===== src/rtl/l1_inval_ctrl_if.sv =====
// Check-set port into the L1 valid array plus the L2 invalidate notification channel.
// evict_*: a notification transfers on a cycle where evict_valid && evict_ready; once raised, evict_valid and evict_index hold until that cycle.
interface l1_inval_ctrl_if #(
   parameter int IDX_W = 7
);
   logic [IDX_W-1:0] chk_read_index;
   logic             chk_check;
   logic             chk_clear;
   logic [IDX_W-1:0] chk_write_index;
   logic             refill_set;
   logic             evict_valid;
   logic [IDX_W-1:0] evict_index;
   logic             evict_ready;

   modport master (
      output chk_read_index, chk_clear, chk_write_index, evict_valid, evict_index,
      input  chk_check, refill_set, evict_ready
   );

   modport slave (
      input  chk_read_index, chk_clear, chk_write_index, evict_valid, evict_index,
      output chk_check, refill_set, evict_ready
   );
endinterface


===== src/rtl/l1_inval_ctrl.sv =====
// L1 valid-array invalidation engine: sweeps the whole array (flush) or one line (inv),
// notifying L2 for each valid line before clearing it.
module l1_inval_ctrl #(
   parameter  int CHECK_LINE = 128,
   localparam int IDX_W      = $clog2(CHECK_LINE)
) (
   input  logic             clk,
   input  logic             rst_n,
   input  logic             flush_req,
   input  logic             inv_req,
   input  logic [IDX_W-1:0] inv_index,
   output logic             busy,
   output logic             done,
   output logic [IDX_W:0]   flush_count,
   output logic [2:0]       dbg_state,
   l1_inval_ctrl_if.master  bus
);
   typedef enum logic [2:0] {
      IDLE   = 3'd0,
      READ   = 3'd1,
      NOTIFY = 3'd2,
      CLEAR  = 3'd3,
      DONE   = 3'd4
   } state_e;

   localparam logic [IDX_W-1:0] LAST_IDX = IDX_W'(CHECK_LINE - 1);

   state_e           state_q;
   logic [IDX_W-1:0] ptr_q;
   logic             single_q;
   logic [IDX_W:0]   cnt_q;
   logic [IDX_W:0]   flush_count_q;
   logic             busy_q;
   logic             done_q;
   logic             evict_valid_q;
   logic             chk_clear_q;
   logic             is_last;

   // A single invalidate always ends after its one line; a sweep ends at the top index, so ptr never wraps.
   assign is_last = single_q || (ptr_q == LAST_IDX);

   always_ff @(posedge clk or negedge rst_n) begin
      if (!rst_n) begin
         state_q       <= IDLE;
         ptr_q         <= '0;
         single_q      <= 1'b0;
         cnt_q         <= '0;
         flush_count_q <= '0;
         busy_q        <= 1'b0;
         done_q        <= 1'b0;
         evict_valid_q <= 1'b0;
         chk_clear_q   <= 1'b0;
      end else begin
         done_q <= 1'b0;
         case (state_q)
            IDLE: begin
               if (flush_req) begin
                  ptr_q    <= '0;
                  single_q <= 1'b0;
                  cnt_q    <= '0;
                  busy_q   <= 1'b1;
                  state_q  <= READ;
               end else if (inv_req) begin
                  ptr_q    <= inv_index;
                  single_q <= 1'b1;
                  cnt_q    <= '0;
                  busy_q   <= 1'b1;
                  state_q  <= READ;
               end
            end
            READ: begin
               if (bus.chk_check) begin
                  evict_valid_q <= 1'b1;
                  state_q       <= NOTIFY;
               end else if (is_last) begin
                  done_q  <= 1'b1;
                  state_q <= DONE;
               end else begin
                  ptr_q <= ptr_q + 1'b1;
               end
            end
            NOTIFY: begin
               if (bus.evict_ready) begin
                  evict_valid_q <= 1'b0;
                  chk_clear_q   <= 1'b1;
                  state_q       <= CLEAR;
               end
            end
            CLEAR: begin
               // The array lets a same-cycle refill set win over our clear, so retry until it lands.
               if (!bus.refill_set) begin
                  cnt_q       <= cnt_q + 1'b1;
                  chk_clear_q <= 1'b0;
                  if (is_last) begin
                     done_q  <= 1'b1;
                     state_q <= DONE;
                  end else begin
                     ptr_q   <= ptr_q + 1'b1;
                     state_q <= READ;
                  end
               end
            end
            DONE: begin
               flush_count_q <= cnt_q;
               busy_q        <= 1'b0;
               state_q       <= IDLE;
            end
            default: state_q <= IDLE;
         endcase
      end
   end

   assign busy                = busy_q;
   assign done                = done_q;
   assign flush_count         = flush_count_q;
   assign dbg_state           = state_q;
   assign bus.chk_read_index  = ptr_q;
   assign bus.chk_write_index = ptr_q;
   assign bus.evict_index     = ptr_q;
   assign bus.evict_valid     = evict_valid_q;
   assign bus.chk_clear       = chk_clear_q;
endmodule

===== src/flat_wrapper.sv =====
// flat-port wrapper written by rule: the top's interface ports become plain ports
module l1_inval_ctrl_flat 
#(
   parameter  int CHECK_LINE = 128,
   localparam int IDX_W      = $clog2(CHECK_LINE)
)
  (clk, rst_n, flush_req, inv_req, inv_index, busy, done, flush_count, dbg_state, bus_chk_read_index, bus_chk_clear, bus_chk_write_index, bus_evict_valid, bus_evict_index, bus_chk_check, bus_refill_set, bus_evict_ready);
  l1_inval_ctrl_if bus_i ();
  input  logic clk;
  input  logic rst_n;
  input  logic flush_req;
  input  logic inv_req;
  input  logic [IDX_W-1:0] inv_index;
  output logic busy;
  output logic done;
  output logic [IDX_W:0] flush_count;
  output logic [2:0] dbg_state;
  output wire logic [$bits(bus_i.chk_read_index)-1:0] bus_chk_read_index;
  output wire logic [$bits(bus_i.chk_clear)-1:0] bus_chk_clear;
  output wire logic [$bits(bus_i.chk_write_index)-1:0] bus_chk_write_index;
  output wire logic [$bits(bus_i.evict_valid)-1:0] bus_evict_valid;
  output wire logic [$bits(bus_i.evict_index)-1:0] bus_evict_index;
  input wire logic [$bits(bus_i.chk_check)-1:0] bus_chk_check;
  input wire logic [$bits(bus_i.refill_set)-1:0] bus_refill_set;
  input wire logic [$bits(bus_i.evict_ready)-1:0] bus_evict_ready;
  assign bus_chk_read_index = bus_i.chk_read_index;
  assign bus_chk_clear = bus_i.chk_clear;
  assign bus_chk_write_index = bus_i.chk_write_index;
  assign bus_evict_valid = bus_i.evict_valid;
  assign bus_evict_index = bus_i.evict_index;
  assign bus_i.chk_check = bus_chk_check;
  assign bus_i.refill_set = bus_refill_set;
  assign bus_i.evict_ready = bus_evict_ready;
  l1_inval_ctrl #(.CHECK_LINE(CHECK_LINE)) u_core (.clk(clk), .rst_n(rst_n), .flush_req(flush_req), .inv_req(inv_req), .inv_index(inv_index), .busy(busy), .done(done), .flush_count(flush_count), .dbg_state(dbg_state), .bus(bus_i));
endmodule

===== config.mk =====
export PLATFORM = sky130hd
export DESIGN_NAME = l1_inval_ctrl_flat
export DESIGN_NICKNAME = d
export VERILOG_FILES = /design/src/rtl/l1_inval_ctrl_if.sv /design/src/rtl/l1_inval_ctrl.sv /design/src/flat_wrapper.sv
export SDC_FILE = /design/constraint.sdc
export NUM_CORES = 1
export LEC_CHECK = 0
export ABC_CLOCK_PERIOD_IN_PS = 1900
export CAP_MARGIN = 5
export CELL_PAD_IN_SITES_DETAIL_PLACEMENT = 0
export CELL_PAD_IN_SITES_GLOBAL_PLACEMENT = 1
export CORE_MARGIN = 3
export CORE_UTILIZATION = 31
export CTS_CLUSTER_DIAMETER = 120
export DETAILED_ROUTE_END_ITERATION = 7
export PLACE_DENSITY = 0.76
export SYNTH_ARGS = -nofsm -noshare
export SYNTH_HDL_FRONTEND = slang
export SYNTH_SLANG_ARGS = --single-unit

===== constraint.sdc =====
create_clock -name clk -period 1.9 [get_ports clk]
set_clock_uncertainty 0.1 [all_clocks]
set_input_delay 0.38 -clock clk [delete_from_list [all_inputs] [get_ports clk]]
set_output_delay 0.38 -clock clk [all_outputs]
set_load 0.1 [all_outputs]

==> results of run 1 <==
-- state kept, by name, indices dropped and copies added (netlist names) --
name	flops
u_core.dbg_state	3
u_core.bus.evict_valid	1
u_core.done	1
u_core.bus.chk_clear	1
u_core.single_q	1
u_core.cnt_q	8
u_core.busy	1
u_core.flush_count	8
u_core.bus.chk_read_index	7
-- critical path: cells and delay by family, from the launching register on --
| kind | cells | cell delay (ns) |
|---|---|---|
| AO/OA/AOI/OAI | 2 | 0.43 |
| adder cells (fa/ha/maj) | 1 | 0.16 |
| flip-flops | 1 | 0.49 |
| AND/OR/NAND/NOR | 2 | 0.66 |
-- cell families after synthesis --
kind of cell,after synthesis,synth area share
compound gates,44,0.169
xor+xnor,5,0.0262
fa+ha+maj,2,0.0150
buf+inv,26,0.0914
flops,31,0.464
mux,8,0.0539
simple gates,56,0.180
-- per-stage QoR --
stage,worst slack (ns),std cells
2_1_floorplan,-0.214,172
3_3_place_gp,-0.148,296
3_5_place_dp,-0.214,296
4_1_cts,-0.0273,304
5_1_grt,-0.0758,304
6_report,-0.0210,304
-- Yosys cell counts, drive strengths merged --
master / instances / area, µm²
a21o: 1 / 7.51
o211ai: 1 / 7.51
inv: 7 / 26.3
nor2b: 2 / 12.5
a21bo: 1 / 10.0
nand4bb: 1 / 11.3
nor2: 9 / 33.8
clkbuf: 3 / 11.3
a32oi: 1 / 8.76
and4bb: 1 / 12.5
buf: 16 / 115
dfrtp: 31 / 776
a31oi: 8 / 50.1
or3: 1 / 6.26
ha: 2 / 25.0
nand3: 11 / 55.1
a311oi: 1 / 8.76
and3b: 1 / 8.76
xnor2: 2 / 17.5
nand4: 3 / 18.8
nor3: 6 / 35.0
a311o: 1 / 10.0
a21oi: 16 / 83.8
mux2: 8 / 90.1
a41oi: 1 / 8.76
or4: 1 / 7.51
and3: 1 / 6.26
and4: 2 / 21.3
o21a: 1 / 7.51
nor4: 1 / 6.26
xor2: 3 / 26.3
o21ai: 8 / 40.0
a22o: 2 / 17.5
nand2: 14 / 52.6
a221oi: 1 / 15.0
o21bai: 1 / 7.51
nand2b: 2 / 12.5
-- area by class of cell --
type | count | area, µm²
fill | 454 | 2350
timing repair buffer | 73 | 1030
sequential | 31 | 800
multi-input combinational | 115 | 774
clock buffer | 8 | 100
tap | 70 | 87.6
inverter | 7 | 26.3
-- layer usage --
layer,vias up,global-route usage
met4,0,0.0515
met5,-,0
met2,48,0.249
li1,735,-
met3,5,0.0451
met1,742,0.180
-- final timing paths --
kind                                         startpoint                            to  slack, ns  cells past startpoint
setup / recovery           u_core.bus.chk_read_index[0]  u_core.bus.chk_read_index[5]      -0.02                      5
hold / removal                                    rst_n  u_core.bus.chk_read_index[2]       0.39                      2
setup reg to reg           u_core.bus.chk_read_index[0]  u_core.bus.chk_read_index[5]      -0.02                      5
hold reg to reg                         u_core.cnt_q[6]               u_core.cnt_q[6]       0.43                      1
max in group asynchronous                         rst_n           u_core.dbg_state[1]       0.99                      2
min in group clk                        u_core.cnt_q[6]               u_core.cnt_q[6]       0.43                      1
-- timing repair --
item / in CTS / in global routing
pin swaps: 0 / 2
endpoints found under the setup margin: 1 / 7
resized for setup: 0 / 3
buffers inserted: 0 / 0
==> impl_metrics.env, run 1 <==
export IMPL_hpwl_um=3240
export IMPL_fin_hold_ws_ns=0.391
export IMPL_setup_worst_path_class="reg2reg"
export IMPL_ys_seq_area_frac=0.464
export IMPL_grt_pass1_wl_um=7310
export IMPL_synth_fp_nets=188
export IMPL_path_max_fanout=2
export IMPL_routed_top_layer="met4"
export IMPL_startpoint_type="register"
export IMPL_die_area_um2=6310
export IMPL_antenna_left=0
export IMPL_insertion_delay_ns=0.29
export IMPL_cp_end_kind="register"
export IMPL_critPathMaxStageDelay_ns=0.49
export IMPL_grt_antenna_before_repair=0
export IMPL_utilization=0.546
export IMPL_drv_cap=0
export IMPL_num_antenna_cells=0
export IMPL_clkTransAtPathRegs_ns=0.07
export IMPL_violations="negative setup slack"
export IMPL_drc=0
export IMPL_maxSlewHeadroom=0.739
export IMPL_start_util=0.323
export IMPL_route_vias_total=1530
export IMPL_hold_viol=0
export IMPL_max_freq_ghz=0.521
export IMPL_worst_slew_pin_slew_ns=0.391
export IMPL_min_path_type="in2async"
export IMPL_fp_row_count=26
export IMPL_avgRoutedWirePerCell_um=14.4
export IMPL_final_common_cell="buf_12"
export IMPL_grt_usage=0.148
export IMPL_finish_net_count=249
export IMPL_dr_pass1_iters=4
export IMPL_port_buffers=49
export IMPL_slowest_stage="dfrtp_4"
export IMPL_grt_max_degree=32
export IMPL_ys_ff_latch=31
export IMPL_cts_buffers=5
export IMPL_ys_warn_count=0
export IMPL_slew_viol_final=0
export IMPL_wirelength_met1_um=1890
export IMPL_cts_root_buf="clkbuf_8"
export IMPL_drt_vias_per_instance=5.03
export IMPL_cts_hold_buffers=0
export IMPL_wl_met2_um=2190
export IMPL_tns_ns=-0.0210
export IMPL_fin_ws_ns=-0.0210
export IMPL_layout_common_cells="36 x buf_12, 23 x buf_4, 22 x dfrtp_1, 15 x a21oi_1, 14 x nand2_1"
export IMPL_rsz0062_at_grt="true"
export IMPL_setup_viol=1
export IMPL_gp_congestion=0.763
export IMPL_grt_overflow_total=0
export IMPL_cts_tree="done"
export IMPL_post_route_min_period_ns=1.92
export IMPL_met3_length_um=253
export IMPL_avgSynthCellArea_um2=9.71
export IMPL_grt_pass1_vias=1519
export IMPL_syn_to_final_growth_pct=69.0
export IMPL_clock_sinks=31
export IMPL_drive_gt1_frac=0.397
export IMPL_min_period_over_period=1.01
export IMPL_status="finished with violations"
export IMPL_io_pin_count=50
export IMPL_stdcell_area_um2=2820
export IMPL_cp_arrival_ns=2.03
export IMPL_ys_types=41
export IMPL_die_x_um=79.4
export IMPL_htreeDepth=2
export IMPL_path_cells="ha_4 > and4_4 > a311o_1 > or4_1 > a32oi_1"
export IMPL_synthCells=172
export IMPL_dpl_cell_area_um2=2710
export IMPL_clock_path_buffers=2
export IMPL_first_iter_violations=87
export IMPL_netlist_area_um2=1670
export IMPL_routed_wl_um=4370
export IMPL_die_h_um=79.4
export IMPL_required_ns=2.01
export IMPL_coreArea_um2=5170
Power of run 1 is left out: the tool's default activity adds up to more than one toggle a clock period on the data nets, which glitch-free logic cannot reach.
==> run 2, diff against run 1 <==
ABC_CLOCK_PERIOD_IN_PS = 2000   (was 1900)
CORE_UTILIZATION = 35   (was 31)
PLACE_DENSITY = 0.81   (was 0.76)
clock period = 2 ns   (was 1.9 ns; I/O delays follow)
==> run 2 against run 1 <==
The flow now finishes without violations. Largest cell class unchanged. Global-route usage grew 1.7 points. Clock-buffer cell count did not move. Critical endpoint unchanged. First-iteration DRC count is 51% higher. Critical path type unchanged.
==> impl_metrics.env, run 2 (same netlist as run 1, synthesis figures left out) <==
export IMPL_drv_cap=0
export IMPL_gp_congestion=0.873
export IMPL_post_route_min_period_ns=1.94
export IMPL_clock_path_buffers=2
export IMPL_cts_tree="done"
export IMPL_dr_pass1_iters=4
export IMPL_rsz0062_at_grt="false"
export IMPL_setup_viol=0
export IMPL_path_max_fanout=3
export IMPL_required_ns=2.10
export IMPL_post_cts_buffers=0
export IMPL_clkTransAtPathRegs_ns=0.07
export IMPL_grt_antenna_before_repair=0
export IMPL_drive_gt1_frac=0.393
export IMPL_cts_hold_buffers=0
export IMPL_min_period_over_period=0.968
export IMPL_num_antenna_cells=0
export IMPL_hold_viol=0
export IMPL_die_h_um=75.1
export IMPL_grt_usage=0.165
export IMPL_route_vias_total=1506
export IMPL_cp_arrival_ns=2.04
export IMPL_worst_slew_pin_slew_ns=0.405
export IMPL_avgRoutedWirePerCell_um=14.5
export IMPL_grt_max_degree=32
export IMPL_coreArea_um2=4470
export IMPL_status="finished clean"
export IMPL_utilization=0.617
export IMPL_clock_sinks=31
export IMPL_startpoint_type="register"
export IMPL_layout_common_cells="35 x buf_12, 25 x buf_4, 22 x dfrtp_1, 15 x a21oi_1, 14 x nand2_1"
export IMPL_port_buffers=49
export IMPL_dp_cells=278
export IMPL_slew_viol_final=0
export IMPL_die_x_um=75.1
export IMPL_io_pin_count=50
export IMPL_routed_wl_um=4150
export IMPL_cts_buffers=5
export IMPL_fp_row_count=24
export IMPL_drc=0
export IMPL_htreeDepth=2
export IMPL_drt_vias_per_instance=5.27
export IMPL_post_cts_resized=0
export IMPL_finish_net_count=249
export IMPL_final_cells=286
export IMPL_start_util=0.373
export IMPL_cp_end_kind="register"
export IMPL_die_area_um2=5640
export IMPL_max_freq_ghz=0.516
export IMPL_syn_to_final_growth_pct=65.2
export IMPL_setup_worst_path_class="reg2reg"
export IMPL_antenna_left=0
export IMPL_insertion_delay_ns=0.28
export IMPL_maxSlewHeadroom=0.730
export IMPL_min_path_type="in2async"
export IMPL_hpwl_um=3170
export IMPL_final_common_cell="buf_12"
export IMPL_first_iter_violations=131
export IMPL_cts_root_buf="clkbuf_8"
export IMPL_grt_overflow_total=0
export IMPL_grt_pass1_vias=1497
export IMPL_grt_pass1_wl_um=7040
run 2: worst max-delay path, cell delays in order (launching register included):
cell and delay (ns):
dfrtp_4 0.49, ha_4 0.17, and4_4 0.20, a311o_1 0.28, or4_1 0.47, a32oi_1 0.15
run 2: metrics by stage:
step | hold WS, ns | cell area (µm²) | TNS [ns] | setup slack (ns)
detailed placement | 0.423 | 2660 | -0.386 | -0.125
floorplan | 0.00441 | 1700 | -0.239 | -0.211
global placement | 0.404 | 2660 | -0.172 | -0.0835
CTS | 0.428 | 2760 | 0 | 0.0563
finish | 0.415 | 2760 | 0 | 0.0630
global route | 0.448 | 2760 | 0 | 0.0133
run 2: area by class of cell:
type	count	area (µm²)
fill	368	1720
timing repair buffer	73	1020
multi-input combinational	115	754
sequential	31	795
inverter	7	26.3
clock buffer	8	100
tap	52	65.1
run 2: per-layer routing:
metal  vias to the layer above  global-route usage  routed length [µm]
met1                       703               0.209                1730
li1                        733                   -                   -
met5                         -                   0                   0
met2                        64               0.263                2060
met4                         0              0.0632                  39
met3                         6              0.0534                 322
run 2: worst paths after layout:
check	from	endpoint	slack, ns	cells after the start
max in group asynchronous	rst_n	u_core.dbg_state[2]	1.05	2
worst max-delay path	u_core.bus.chk_read_index[0]	u_core.bus.chk_read_index[5]	0.06	5
min in group clk	u_core.cnt_q[6]	u_core.cnt_q[6]	0.43	1
worst min register to register	u_core.cnt_q[6]	u_core.cnt_q[6]	0.43	1
worst max register to register	u_core.bus.chk_read_index[0]	u_core.bus.chk_read_index[5]	0.06	5
worst min-delay path	rst_n	u_core.bus.chk_read_index[1]	0.42	2
Power of run 2 is left out for the same reason.
==> run 3, diff against run 2 <==
CORE_ASPECT_RATIO = 0.8   (was not set)
CORE_UTILIZATION = 45   (was 35)
DONT_BUFFER_PORTS = 1   (was not set)
PLACE_DENSITY = 0.78   (was 0.81)
SLEW_MARGIN = 20   (was not set)
==> run 3 against run 2 <==
Die area shrank 20%. Largest cell class is now registers. Via count shrank 8.1%. Clock-buffer cell count shrank 2. Highest routed layer unchanged.
==> impl_metrics.env, run 3 (same netlist as run 1, synthesis figures left out) <==
export IMPL_drv_cap=0
export IMPL_cp_arrival_ns=2.08
export IMPL_grt_pass1_wl_um=6710
export IMPL_cts_root_buf="clkbuf_8"
export IMPL_cp_end_kind="register"
export IMPL_num_antenna_cells=0
export IMPL_worst_slew_pin_slew_ns=0.902
export IMPL_gp_congestion=0.877
export IMPL_grt_usage=0.202
export IMPL_post_route_min_period_ns=1.98
export IMPL_required_ns=2.10
export IMPL_antenna_left=0
export IMPL_grt_antenna_before_repair=0
export IMPL_slew_viol_final=0
export IMPL_grt_max_degree=32
export IMPL_grt_overflow_total=0
export IMPL_grt_pass1_vias=1421
export IMPL_dp_cells=224
export IMPL_setup_worst_path_class="reg2reg"
export IMPL_drive_gt1_frac=0.339
export IMPL_clock_sinks=31
export IMPL_fin_hold_ws_ns=0.108
export IMPL_drt_vias_per_instance=5.91
export IMPL_setup_viol=0
export IMPL_port_buffers=0
export IMPL_layout_common_cells="23 x buf_4, 21 x dfrtp_1, 15 x a21oi_1, 14 x nand2_1, 11 x nand3_1"
export IMPL_coreArea_um2=3490
export IMPL_die_x_um=74.1
export IMPL_path_max_fanout=3
export IMPL_avgRoutedWirePerCell_um=17.5
export IMPL_hold_viol=0
export IMPL_regArea_um2=798
export IMPL_routed_wl_um=4100
export IMPL_min_path_type="in2reg"
export IMPL_first_iter_violations=90
export IMPL_insertion_delay_ns=0.29
export IMPL_route_vias_total=1384
export IMPL_clock_path_buffers=2
export IMPL_min_period_over_period=0.992
export IMPL_io_pin_count=50
export IMPL_hpwl_um=2990
export IMPL_maxSlewHeadroom=0.398
export IMPL_cts_tree="done"
export IMPL_rsz0062_at_grt="true"
export IMPL_cts_buffers=5
export IMPL_die_area_um2=4480
export IMPL_syn_to_final_growth_pct=23.4
export IMPL_dr_pass1_iters=4
export IMPL_start_util=0.478
export IMPL_final_cells=234
export IMPL_clkTransAtPathRegs_ns=0.07
export IMPL_max_freq_ghz=0.504
export IMPL_die_h_um=60.5
export IMPL_multi_input_area_um2=758
export IMPL_fp_row_count=19
export IMPL_status="finished clean"
export IMPL_htreeDepth=2
export IMPL_nFillCells=280
export IMPL_drc=0
export IMPL_final_common_cell="buf_4"
export IMPL_finish_net_count=207
export IMPL_startpoint_type="register"
-- run 3: path summary, 6_finish.rpt --
| check | from | to | slack [ns] | cells past startpoint |
|---|---|---|---|---|
| worst max-delay path | u_core.bus.chk_read_index[0] | u_core.bus.chk_read_index[5] | 0.02 | 5 |
| worst min-delay path | flush_req | u_core.single_q | 0.11 | 1 |
| worst max register to register | u_core.bus.chk_read_index[0] | u_core.bus.chk_read_index[5] | 0.02 | 5 |
| worst min register to register | u_core.cnt_q[6] | u_core.cnt_q[6] | 0.43 | 1 |
| max in group asynchronous | rst_n | u_core.bus.chk_read_index[1] | 1.15 | 2 |
| min in group asynchronous | rst_n | u_core.bus.chk_read_index[2] | 0.46 | 2 |
-- run 3: final cells by class --
type                            count  share of cell area
Clock buffer                        6              0.0400
Clock inverter                      2              0.0170
Inverter                            7              0.0127
Multi-Input combinational cell    115               0.368
Sequential cell                    31               0.387
Tap cell                           42              0.0255
Timing Repair Buffer               31               0.150
-- run 3: what timing repair did --
item                                    in CTS  in global routing
buffers inserted                             0                  0
pin swaps                                    1                  0
resized for setup                            2                  3
cloned                                       0                  0
endpoints found under the hold margin       31                  0
hold buffers                                 2                  0
endpoints found under the setup margin       6                  3
-- run 3: routing by layer --
metal / part of all wire / global-route usage / vias to the layer above / wire, µm
li1: - / - / 656 / -
met1: 0.45 / 0.258 / 678 / 1830
met2: 0.49 / 0.317 / 46 / 1990
met3: 0.059 / 0.0613 / 4 / 244
met4: 0.0097 / 0.0904 / 0 / 40
met5: 0 / 0 / - / 0
-- run 3: metrics by stage --
stage	cell area, µm²	worst slack [ns]	utilization	TNS, ns
5_1_grt	2060	-0.0420	0.590	-0.0420
6_report	2060	0.0169	0.590	0
4_1_cts	2050	0.000552	0.588	0
2_1_floorplan	1700	-0.211	-	-0.239
3_5_place_dp	1900	-0.0156	0.544	-0.0156
3_3_place_gp	1900	0.0235	0.544	0
-- run 3: worst max-delay path: stages, from the launching register on --
cell and delay [ns]:
dfrtp_4 0.49, ha_4 0.16, and4_4 0.19, a311o_1 0.32, or4_4 0.47, a32oi_1 0.16
Power of run 3 is left out for the same reason.
